## src/rtl/binary_to_bcd_if.sv

```systemverilog
// binary_to_bcd_if: handshake and digit bus; master drives start/binary, slave drives busy/done/hundreds/tens/ones
interface binary_to_bcd_if #(parameter int WIDTH = 8);
  logic start;
  logic [WIDTH-1:0] binary;
  logic busy;
  logic done;
  logic [3:0] hundreds;
  logic [3:0] tens;
  logic [3:0] ones;
  modport master(output start, binary, input busy, done, hundreds, tens, ones);
  modport slave(input start, binary, output busy, done, hundreds, tens, ones);
endinterface

```

## src/rtl/binary_to_bcd.sv

```systemverilog
// binary_to_bcd: sequential double-dabble converter; ports clk, rst_n (async low), bus.slave (start/binary in, busy/done/hundreds/tens/ones out)
module binary_to_bcd #(parameter int WIDTH = 8) (
  input logic clk,
  input logic rst_n,
  binary_to_bcd_if.slave bus
);
  typedef enum logic {IDLE, CONVERT} state_t;
  state_t state;
  logic [11+WIDTH:0] sr;
  logic [11+WIDTH:0] fixed;
  logic [11+WIDTH:0] next_sr;
  logic [3:0] cnt;
  always_comb begin
    fixed = sr;
    for (int i = 0; i < 3; i++)
      fixed[WIDTH+4*i +: 4] = sr[WIDTH+4*i +: 4] >= 4'd5 ? sr[WIDTH+4*i +: 4] + 4'd3 : sr[WIDTH+4*i +: 4];
    next_sr = {fixed[10+WIDTH:0], 1'b0};
  end
  always_ff @(posedge clk or negedge rst_n)
    if (!rst_n) begin
      state <= IDLE;
      sr <= '0;
      cnt <= '0;
      bus.busy <= 1'b0;
      bus.done <= 1'b0;
      bus.hundreds <= '0;
      bus.tens <= '0;
      bus.ones <= '0;
    end else begin
      bus.done <= 1'b0;
      if (state == IDLE) begin
        if (bus.start) begin
          sr <= {12'd0, bus.binary};
          cnt <= 4'(WIDTH);
          state <= CONVERT;
          bus.busy <= 1'b1;
        end
      end else begin
        sr <= next_sr;
        cnt <= cnt - 4'd1;
        if (cnt == 4'd1) begin
          state <= IDLE;
          bus.busy <= 1'b0;
          bus.done <= 1'b1;
          bus.ones <= next_sr[WIDTH +: 4];
          bus.tens <= next_sr[WIDTH+4 +: 4];
          bus.hundreds <= next_sr[WIDTH+8 +: 4];
        end
      end
    end
endmodule

```

## src/flat_wrapper.sv

```systemverilog
// flat-port wrapper written by rule: the top's interface ports become plain ports
module binary_to_bcd_flat 
#(parameter int WIDTH = 8)
  (clk, rst_n, bus_start, bus_binary, bus_busy, bus_done, bus_hundreds, bus_tens, bus_ones);
  binary_to_bcd_if #(.WIDTH(WIDTH)) bus_i ();
  input logic clk;
  input logic rst_n;
  input wire logic [$bits(bus_i.start)-1:0] bus_start;
  input wire logic [$bits(bus_i.binary)-1:0] bus_binary;
  output wire logic [$bits(bus_i.busy)-1:0] bus_busy;
  output wire logic [$bits(bus_i.done)-1:0] bus_done;
  output wire logic [$bits(bus_i.hundreds)-1:0] bus_hundreds;
  output wire logic [$bits(bus_i.tens)-1:0] bus_tens;
  output wire logic [$bits(bus_i.ones)-1:0] bus_ones;
  assign bus_i.start = bus_start;
  assign bus_i.binary = bus_binary;
  assign bus_busy = bus_i.busy;
  assign bus_done = bus_i.done;
  assign bus_hundreds = bus_i.hundreds;
  assign bus_tens = bus_i.tens;
  assign bus_ones = bus_i.ones;
  binary_to_bcd #(.WIDTH(WIDTH)) u_core (.clk(clk), .rst_n(rst_n), .bus(bus_i));
endmodule
```

## config.mk

```make
export PLATFORM = sky130hd
export DESIGN_NAME = binary_to_bcd_flat
export DESIGN_NICKNAME = d
export VERILOG_FILES = /design/src/rtl/binary_to_bcd_if.sv /design/src/rtl/binary_to_bcd.sv /design/src/flat_wrapper.sv
export SDC_FILE = /design/constraint.sdc
export NUM_CORES = 1
export LEC_CHECK = 0
export ABC_CLOCK_PERIOD_IN_PS = 2400
export CAP_MARGIN = 20
export CORE_ASPECT_RATIO = 1.5
export CORE_MARGIN = 1.5
export CORE_UTILIZATION = 30
export CTS_CLUSTER_DIAMETER = 80
export CTS_CLUSTER_SIZE = 25
export DETAILED_ROUTE_END_ITERATION = 10
export GPL_TIMING_DRIVEN = 0
export SYNTH_ARGS = -nofsm -noshare
export SYNTH_HDL_FRONTEND = slang
export SYNTH_SLANG_ARGS = --single-unit
```

## constraint.sdc

```tcl
create_clock -name clk -period 2.4 [get_ports clk]
set_input_delay 0.6 -clock clk [delete_from_list [all_inputs] [get_ports clk]]
set_output_delay 0.6 -clock clk [all_outputs]
set_load 0.005 [all_outputs]
```

==> results of run 1 <==
[registers in the layout, indices dropped and copies added, names as in the netlist]
signal and count:
u_core.state 1, u_core.bus.ones 4, u_core.bus.hundreds 4, u_core.sr 20, u_core.cnt 4, u_core.bus.tens 4, u_core.bus.busy 1, u_core.bus.done 1
[critical path: stages, from the launching register on]
cell and delay (ps):
dfrtp_1 390, inv_1 80, ha_1 140, or4b_1 410, buf_2 200, clkinv_4 110
mux2_1 330
[power breakdown]
group          leakage, uW  internal [uW]  switching (uW)
Clock            0.0000612            336             227
Sequential        0.000494            938             186
Combinational     0.000462            618             580
Total              0.00102           1890             992
[layout make-up]
class / instances / area share
buffer: 10 / 0.0210
clock buffer: 6 / 0.0364
clock inverter: 2 / 0.0154
inverter: 10 / 0.0188
multi-input combinational: 116 / 0.330
sequential: 39 / 0.430
tap: 72 / 0.0397
timing repair buffer: 24 / 0.108
[cell families after synthesis]
family          Yosys count  share of synthesized area
fa+ha+maj                 8                     0.0551
mux                      15                     0.0861
xor+xnor                  4                     0.0193
flops                    39                      0.538
buf+inv                  20                     0.0496
compound gates           42                      0.130
simple gates             47                      0.122
[metrics by stage]
| step | worst slack, ps | power, uW | TNS, ps | hold WS, ps | utilization |
|---|---|---|---|---|---|
| after floorplan | 763 | 1920 | 0 | 304 | - |
| after CTS | 606 | 2940 | 0 | 164 | 0.389 |
| after global routing | 544 | 3140 | 0 | 177 | 0.389 |
| after detailed placement | 626 | 2360 | 0 | 467 | 0.369 |
| after global placement | -326 | 2320 | -12640 | 464 | 0.366 |
| final | 624 | 2880 | 0 | 164 | 0.389 |
[per-layer routing]
metal / vias to the layer above / track usage
met2: 25 / 0.195
met5: - / 0
met3: 5 / 0.0357
met1: 604 / 0.152
met4: 0 / 0.0565
li1: 659 / -
[path summary, 6_finish.rpt]
kind	startpoint	cells past startpoint	endpoint	slack [ps]
worst max-delay path	u_core.cnt[1]	6	u_core.bus.tens[2]	620
worst min-delay path	rst_n	1	u_core.sr[0]	160
worst max register to register	u_core.cnt[1]	6	u_core.bus.tens[2]	620
worst min register to register	u_core.bus.ones[0]	2	u_core.bus.ones[0]	480
max in group asynchronous	rst_n	2	u_core.cnt[1]	1800
min in group clk	u_core.bus.ones[0]	2	u_core.bus.ones[0]	480
[cells in the final DEF, fill, tap and decap left out, types with 2 or more instances in the layout]
cell type / count
ha_1: 8
dfrtp_1: 39
clkbuf_1: 7
nor3b_1: 7
inv_1: 9
o21ai_0: 11
nand2_1: 29
xnor2_1: 4
o22ai_1: 8
nand2b_1: 3
nor2_1: 4
o21ai_1: 7
clkbuf_8: 6
a21o_1: 4
mux2_1: 4
a21oi_1: 10
buf_2: 3
clkdlybuf4s50_1: 22
mux2i_1: 10
nor3_1: 2
==> results.tsv, run 1 <==
metric	value	unit
routed_wl	3560	um
fin_cells	279	
cts_setup_buffers	0	
coreArea	0.00583	sq mm
clk_pin_slew	80	ps
hold_viol	0	
syn_nets	194	
arrival	1950	ps
m1WireLength	1560	um
dpl_cell_area	0.00215	sq mm
yosys-top-cells-count	39 x dfrtp_1, 29 x nand2_1, 11 x o21ai_0	
synth_edf_count	0	
htreeDepth	2	
power.density	1270	mW/mm^2
timing.final.crit_share	0.740	
routed-wl-met3	141	um
start_util	0.312	
io_pins	25	
cts_buffer_depth	2	
grt_setup_unrepaired	no	
seq_area	976	sq um
critPathMaxFanout	8	
place_inst	271	
drc	0	
cts_resized	0	
routed.top_layer	met4	
worstPathRequired	2570	ps
antenna_cells	0	
clkLatencyLatePin	290	ps
leakage	0.00102	uW
drt_pass1_iterations	4	
drt-initial-drc-count	43	
viasPerCell	4.63	
yosysTopAreaCellShare	0.538	
gp_congestion	0.759	
wl_met2	1790	um
crit_path_start_kind	register	
syn_inst	175	
finClkSkew	6.05	ps
finalMaxSlewViolations	0	
ys_top_cells_by_area	dfrtp_1 54%, nand2_1 6.0%, ha_1 5.5%	
setup_violations	0	
synth_seq_cells	39	
area_delta_synth_final	24.9	%
ctsHoldBuffers	0	
num_rows	34	
synth_top_area_cell	dfrtp_1	
avgSynthCellArea	10.4	sq um
drive_gt1_frac	0.0725	
outcome	completed	
maxCapViolCount	0	
postSynth.asyncResetShare	1.00	
hpwl	2600	um
grt_pass1_vias	1276	
fin_area	0.00227	sq mm
fill_cells	580	
fp.dieW	66.5	um
ant_nets	0	
wl_per_cell	12.8	um
cts_tree	yes	
synth_ff_type	dfrtp_1	
cts_num_sinks	39	
antenna_found_initial	0	
hold_path_class	input pin to asynchronous set/reset pin	
yosysSeqAreaShare	0.538	
cts-buffers-inserted	5	
synth_most_common_cell	dfrtp_1	
vias	1293	
fmax	0.563	GHz
cts_root_buffer	clkbuf_8	
multi_input_area	749	sq um
grt_max_degree	31	
die-area	0.00654	sq mm
synth_area	0.00182	sq mm
tightest_slew	500	ps
grt_pass1_wl	6040	um
irDropWorstVdd	0.000494	V
path_class	register to register	
layout.nets	225	
synth.distinct_cells	25	
grt_use_total	0.123	
ys_warn_count	0	
period_needed	1780	ps
end_kind	register	
io_buffers	23	
maxSlewHeadroom	0.667	
die_h	98.3	um
grt_overflow	0	
No activity file was read; power rests on OpenSTA's default activity.
==> inputs of run 2 (changes only) <==
--- a/config.mk
+++ b/config.mk
@@ -5,7 +5,7 @@
 export SDC_FILE = /design/constraint.sdc
 export NUM_CORES = 1
 export LEC_CHECK = 0
-export ABC_CLOCK_PERIOD_IN_PS = 2400
+export ABC_CLOCK_PERIOD_IN_PS = 1830
 export CAP_MARGIN = 20
 export CORE_ASPECT_RATIO = 1.5
 export CORE_MARGIN = 1.5
==> constraint.sdc (replaced) <==
create_clock -name clk -period 1.83 [get_ports clk]
set_input_delay 0.4575 -clock clk [delete_from_list [all_inputs] [get_ports clk]]
set_output_delay 0.4575 -clock clk [all_outputs]
set_load 0.005 [all_outputs]
==> run 2 against run 1 <==
Total power increased by 31%. First-iteration DRC count rose by 2.3%. Critical path type unchanged. Die area stayed put. Clock power is 31% higher. Sequential share of layout area barely moved. Cell count stayed put. Largest cell class unchanged.
==> results.tsv, run 2 (synthesis results as in run 1) <==
metric	value	unit	change
outcome	completed		
drive_gt1_frac	0.0725		unchanged
worstPathRequired	2000	ps	-570 ps
antenna_found_initial	0		unchanged
finalMaxSlewViolations	0		unchanged
grt_setup_unrepaired	no		
critPathMaxFanout	8		unchanged
vias	1298		+0.39%
slowest_delay	420	ps	about the same
grt_pass1_wl	6040	um	unchanged
hold_path_class	input pin to asynchronous set/reset pin		
gp_congestion	0.759		unchanged
hpwl	2600	um	unchanged
clkLatencyLatePin	290	ps	about the same
grt_overflow	0		unchanged
crit_path_start_kind	register		
post-route-util	0.390		+0.000429
drc	0		unchanged
fmax	0.570	GHz	+1.2%
fp.dieW	66.5	um	unchanged
switching_share	0.344		about the same
p_seq_frac	0.389		about the same
power.density	1670	mW/mm^2	+31%
grt_max_degree	31		unchanged
fin_area	0.00227	sq mm	+0.11%
final_common_cell	dfrtp_1		
internal_power	2480	uW	+31%
setup_violations	0		unchanged
htreeDepth	2		unchanged
fill_cells	579		-0.17%
die-area	0.00654	sq mm	unchanged
end_kind	register		
period_needed	1760	ps	-21.1 ps
finClkSkew	6.16	ps	+0.112 ps
maxCapViolCount	0		unchanged
timing.final.crit_share	0.959		+0.219
maxSlewHeadroom	0.660		-0.00607
wl_per_cell	12.8	um	+0.56%
top_register	u_core.sr		
crit_buf_inv	3		unchanged
grt_pass1_vias	1276		unchanged
layout.nets	225		unchanged
start_util	0.312		unchanged
antenna_cells	0		unchanged
pwr-share-clk	0.195		about the same
worst_slack	75.0	ps	-549 ps
cts-buffers-inserted	5		unchanged
die_h	98.3	um	unchanged
combinationalPowerShare	0.416		about the same
viasPerCell	4.65		+0.39%
largest_register_ffs	20		unchanged
io_pins	25		unchanged
setup_tns	0	ps	unchanged
cts_root_buffer	clkbuf_8		
cts_tree	yes		
place_ws	56.1	ps	-570 ps
leakage	0.00102	uW	+0.18%
irDropWorstVdd	0.000649	V	+31%
cts_num_sinks	39		unchanged
path_class	register to register		
drt_pass1_iterations	4		unchanged
tightest_slew	509	ps	+9.10 ps
crit_chain	inv_1 > ha_1 > or4b_1 > buf_4 > clkinv_4 > mux2_1		
p_switching	1300	uW	+31%
hold-worst-slack	21.6	ps	-142 ps
arrival	1930	ps	-20 ps
routed_wl	3580	um	+0.56%
io_buffers	23		unchanged
coreArea	0.00583	sq mm	unchanged
clk_pin_slew	80	ps	about the same
grt_use_total	0.123		unchanged
dpl_cell_area	0.00215	sq mm	unchanged
cts_buffer_depth	2		unchanged
crit_slowest_cell	or4b_1		
ant_nets	0		unchanged
ctsHoldBuffers	0		unchanged
drt-initial-drc-count	44		+2.3%
crit_family	simple AND/OR/NAND/NOR gates		
final_cell_mix	39 x dfrtp_1, 29 x nand2_1, 22 x clkdlybuf4s50_1, 11 x o21ai_0		
area_delta_synth_final	25.1	%	
hold_viol	0		unchanged
num_rows	34		unchanged
run 2: stage by stage:
stage	cells	power, uW
final	279	3790
after global routing	279	4120
after CTS	279	3850
after detailed placement	271	3100
after global placement	270	3040
after floorplan	175	2520
run 2: metal layers:
layer,vias up,track usage,wire length [um]
li1,658,-,-
met1,606,0.152,1560
met2,29,0.195,1780
met3,5,0.0357,169
met4,0,0.0565,73
met5,-,0,0
run 2: worst reg2reg max path: stages, from the launching register on:
cell and delay (ps):
dfrtp_1 390, inv_1 80, ha_1 130, or4b_1 420
buf_4 180, clkinv_4 100, mux2_1 330
run 2: worst paths after layout:
kind                                    start  slack, ps            endpoint  cells after the start
max                             u_core.cnt[1]         70  u_core.bus.tens[2]                      6
min reg2reg                u_core.bus.ones[0]        480  u_core.bus.ones[0]                      2
max in group asynchronous               rst_n       1370       u_core.sr[13]                      2
max reg2reg                     u_core.cnt[1]         70  u_core.bus.tens[2]                      6
min                                     rst_n         20        u_core.sr[0]                      1
min in group clk           u_core.bus.ones[0]        480  u_core.bus.ones[0]                      2
run 2: cell type report:
cell class / instances / area (sq um) / area share
plain buffers: 10 / 50.0 / 0.0220
clock buffers: 6 / 82.6 / 0.0364
clock inverters: 2 / 35.0 / 0.0154
inverters: 10 / 42.5 / 0.0187
multi-input cells: 116 / 749 / 0.330
flip-flops and latches: 39 / 976 / 0.430
well taps: 72 / 90.1 / 0.0397
repair buffers: 24 / 245 / 0.108
run 2: repair_timing:
item / CTS / global route
endpoints found under the hold margin: 0 / 0
resized for setup: 0 / 2
setup endpoints to repair: 0 / 2
buffers inserted: 0 / 0
run 2: power groups by stage:
stage	clock network (uW)	registers, uW	logic (uW)
6_report	738	1470	1580
5_1_grt	789	1530	1800
4_1_cts	767	1480	1610
3_5_place_dp	0	1490	1610
3_3_place_gp	0	1480	1560
2_1_floorplan	0	1450	1070
==> inputs of run 3 (changes only) <==
--- a/config.mk
+++ b/config.mk
@@ -7,13 +7,14 @@
 export LEC_CHECK = 0
 export ABC_CLOCK_PERIOD_IN_PS = 1830
 export CAP_MARGIN = 20
-export CORE_ASPECT_RATIO = 1.5
+export CORE_ASPECT_RATIO = 1.1
 export CORE_MARGIN = 1.5
-export CORE_UTILIZATION = 30
+export CORE_UTILIZATION = 46
 export CTS_CLUSTER_DIAMETER = 80
 export CTS_CLUSTER_SIZE = 25
 export DETAILED_ROUTE_END_ITERATION = 10
 export GPL_TIMING_DRIVEN = 0
+export PLACE_DENSITY = 0.69
 export SYNTH_ARGS = -nofsm -noshare
 export SYNTH_HDL_FRONTEND = slang
 export SYNTH_SLANG_ARGS = --single-unit
==> run 3 against run 2 <==
Die area fell by 34%. Sequential cell count stayed put. Sequential power about the same. Clock power down 14%. Worst hold slack improved by 250 ps. Critical path type unchanged. Register-to-register slack about the same. Critical endpoint unchanged. Clock skew hardly changed. Sequential share of layout area increased by 1.1 points. Core utilization is 21 points higher. Non-clock buffer count down 1. Combinational power is 3% higher.
==> results.tsv, run 3 (synthesis results as in run 1) <==
metric	value	unit	change
area_delta_synth_final	21.9	%	
gp_congestion	0.819		+7.9%
drive_gt1_frac	0.0680		-0.00450
maxSlewHeadroom	0.433		-0.227
leakage	0.00100	uW	-1.5%
setup_tns	0	ps	unchanged
antenna_cells	0		unchanged
fin_area	0.00221	sq mm	-2.5%
largest_register_ffs	20		unchanged
grt_max_degree	40		+29%
maxCapViolCount	0		unchanged
cts_setup_buffers	0		unchanged
io_pins	25		unchanged
tightest_slew	851	ps	+341 ps
viasPerCell	5.29		+14%
crit_path_start_kind	register		
hpwl	2610	um	+0.41%
hold_viol	0		unchanged
cts_resized	0		unchanged
outcome	completed		
grt_overflow	0		unchanged
drt-initial-drc-count	39		-11%
grt_pass1_wl	6190	um	+2.4%
post-route-util	0.596		+0.207
die-area	0.00433	sq mm	-34%
drc	0		unchanged
cts-buffers-inserted	5		unchanged
layout.nets	224		-0.44%
worstPathRequired	2000	ps	about the same
final_cell_mix	39 x dfrtp_1, 29 x nand2_1, 22 x clkdlybuf4s50_1, 11 x o21ai_0		
routed_wl	3590	um	+0.25%
setup_violations	0		unchanged
place_inst	248		-8.5%
timing.final.crit_share	0.954		-0.00516
ctsHoldBuffers	0		unchanged
wl_per_cell	14.0	um	+9.3%
ant_nets	0		unchanged
power.density	1690	mW/mm^2	+1.1%
fp.dieW	62.9	um	-5.4%
fin_cells	256		-8.2%
end_kind	register		
critPathMaxFanout	8		unchanged
dpl_cell_area	0.00210	sq mm	-2.2%
path_class	register to register		
final_common_cell	dfrtp_1		
coreArea	0.00371	sq mm	-36%
fill_cells	308		-47%
grt_pass1_vias	1369		+7.3%
irDropWorstVdd	0.000827	V	+27%
finClkSkew	5.88	ps	-0.282 ps
top_register	u_core.sr		
hold_path_class	input pin to asynchronous set/reset pin		
cts_buffer_depth	2		unchanged
clk_pin_slew	70	ps	about the same
finalMaxSlewViolations	0		unchanged
arrival	1920	ps	about the same
io_buffers	23		unchanged
cts_root_buffer	clkbuf_8		
vias	1353		+4.2%
grt_use_total	0.192		+0.0692
period_needed	1750	ps	-9.45 ps
num_rows	23		-32%
start_util	0.489		+0.178
clkLatencyLatePin	290	ps	about the same
die_h	68.9	um	-30%
drt_pass1_iterations	4		unchanged
fmax	0.573	GHz	+0.54%
cts_num_sinks	39		unchanged
antenna_found_initial	0		unchanged
cts_tree	yes		
htreeDepth	2		unchanged
-- run 3: changes by cell type in the layout (fill, tap and decap cells not counted) --
cell / change
buf_12: -1
or4b_4: +1
buf_4: -1
bufinv_16: -1
clkinv_2: -1
buf_6: +1
or4b_1: -1
clkbuf_8: +1
clkbuf_1: +1
-- run 3: layout make-up --
type | instances | area [sq um] | share of cell area
Sequential cell | 39 | 976 | 0.441
Buffer | 10 | 53.8 | 0.0243
Timing Repair Buffer | 23 | 225 | 0.102
Multi-Input combinational cell | 116 | 753 | 0.340
Tap cell | 50 | 62.6 | 0.0283
Clock buffer | 8 | 100 | 0.0452
Inverter | 10 | 42.5 | 0.0192
-- run 3: path summary, 6_finish.rpt --
| path | slack, ps | cells past startpoint | endpoint | startpoint |
|---|---|---|---|---|
| worst max-delay path | 80 | 6 | u_core.bus.tens[2] | u_core.cnt[1] |
| worst min-delay path | 270 | 1 | u_core.bus.hundreds[2] | rst_n |
| worst max register to register | 80 | 6 | u_core.bus.tens[2] | u_core.cnt[1] |
| worst min register to register | 480 | 2 | u_core.bus.hundreds[1] | u_core.bus.hundreds[1] |
| max in group asynchronous | 1020 | 1 | u_core.state | rst_n |
| min in group clk | 480 | 2 | u_core.bus.hundreds[1] | u_core.bus.hundreds[1] |
-- run 3: power by group --
part | switching, uW | total [uW] | internal, uW | leakage, uW
Clock | 289 | 633 | 344 | 0.0000515
Sequential | 245 | 1470 | 1230 | 0.000494
Combinational | 803 | 1630 | 823 | 0.000458
Total | 1340 | 3730 | 2400 | 0.00100
-- run 3: metal layers --
layer | global-route usage | part of all wire | up-vias
met5 | 0 | 0 | -
met1 | 0.211 | 0.42 | 651
li1 | - | - | 660
met2 | 0.336 | 0.51 | 32
met4 | 0.117 | 0.030 | 0
met3 | 0.0568 | 0.038 | 10
-- run 3: worst max-delay path: stages, from the launching register on --
cell and delay [ps]:
dfrtp_1 390, inv_1 90, ha_1 140, or4b_4 460, buf_6 160, clkinv_4 80, mux2_1 320
-- run 3: metrics by stage --
step	hold slack (ps)	setup slack [ps]	total power [uW]
2_1_floorplan	162	193	2520
3_3_place_gp	467	-578	3000
3_5_place_dp	470	62.9	3120
4_1_cts	301	51.8	3760
5_1_grt	341	-15.6	4050
6_report	268	84.4	3730
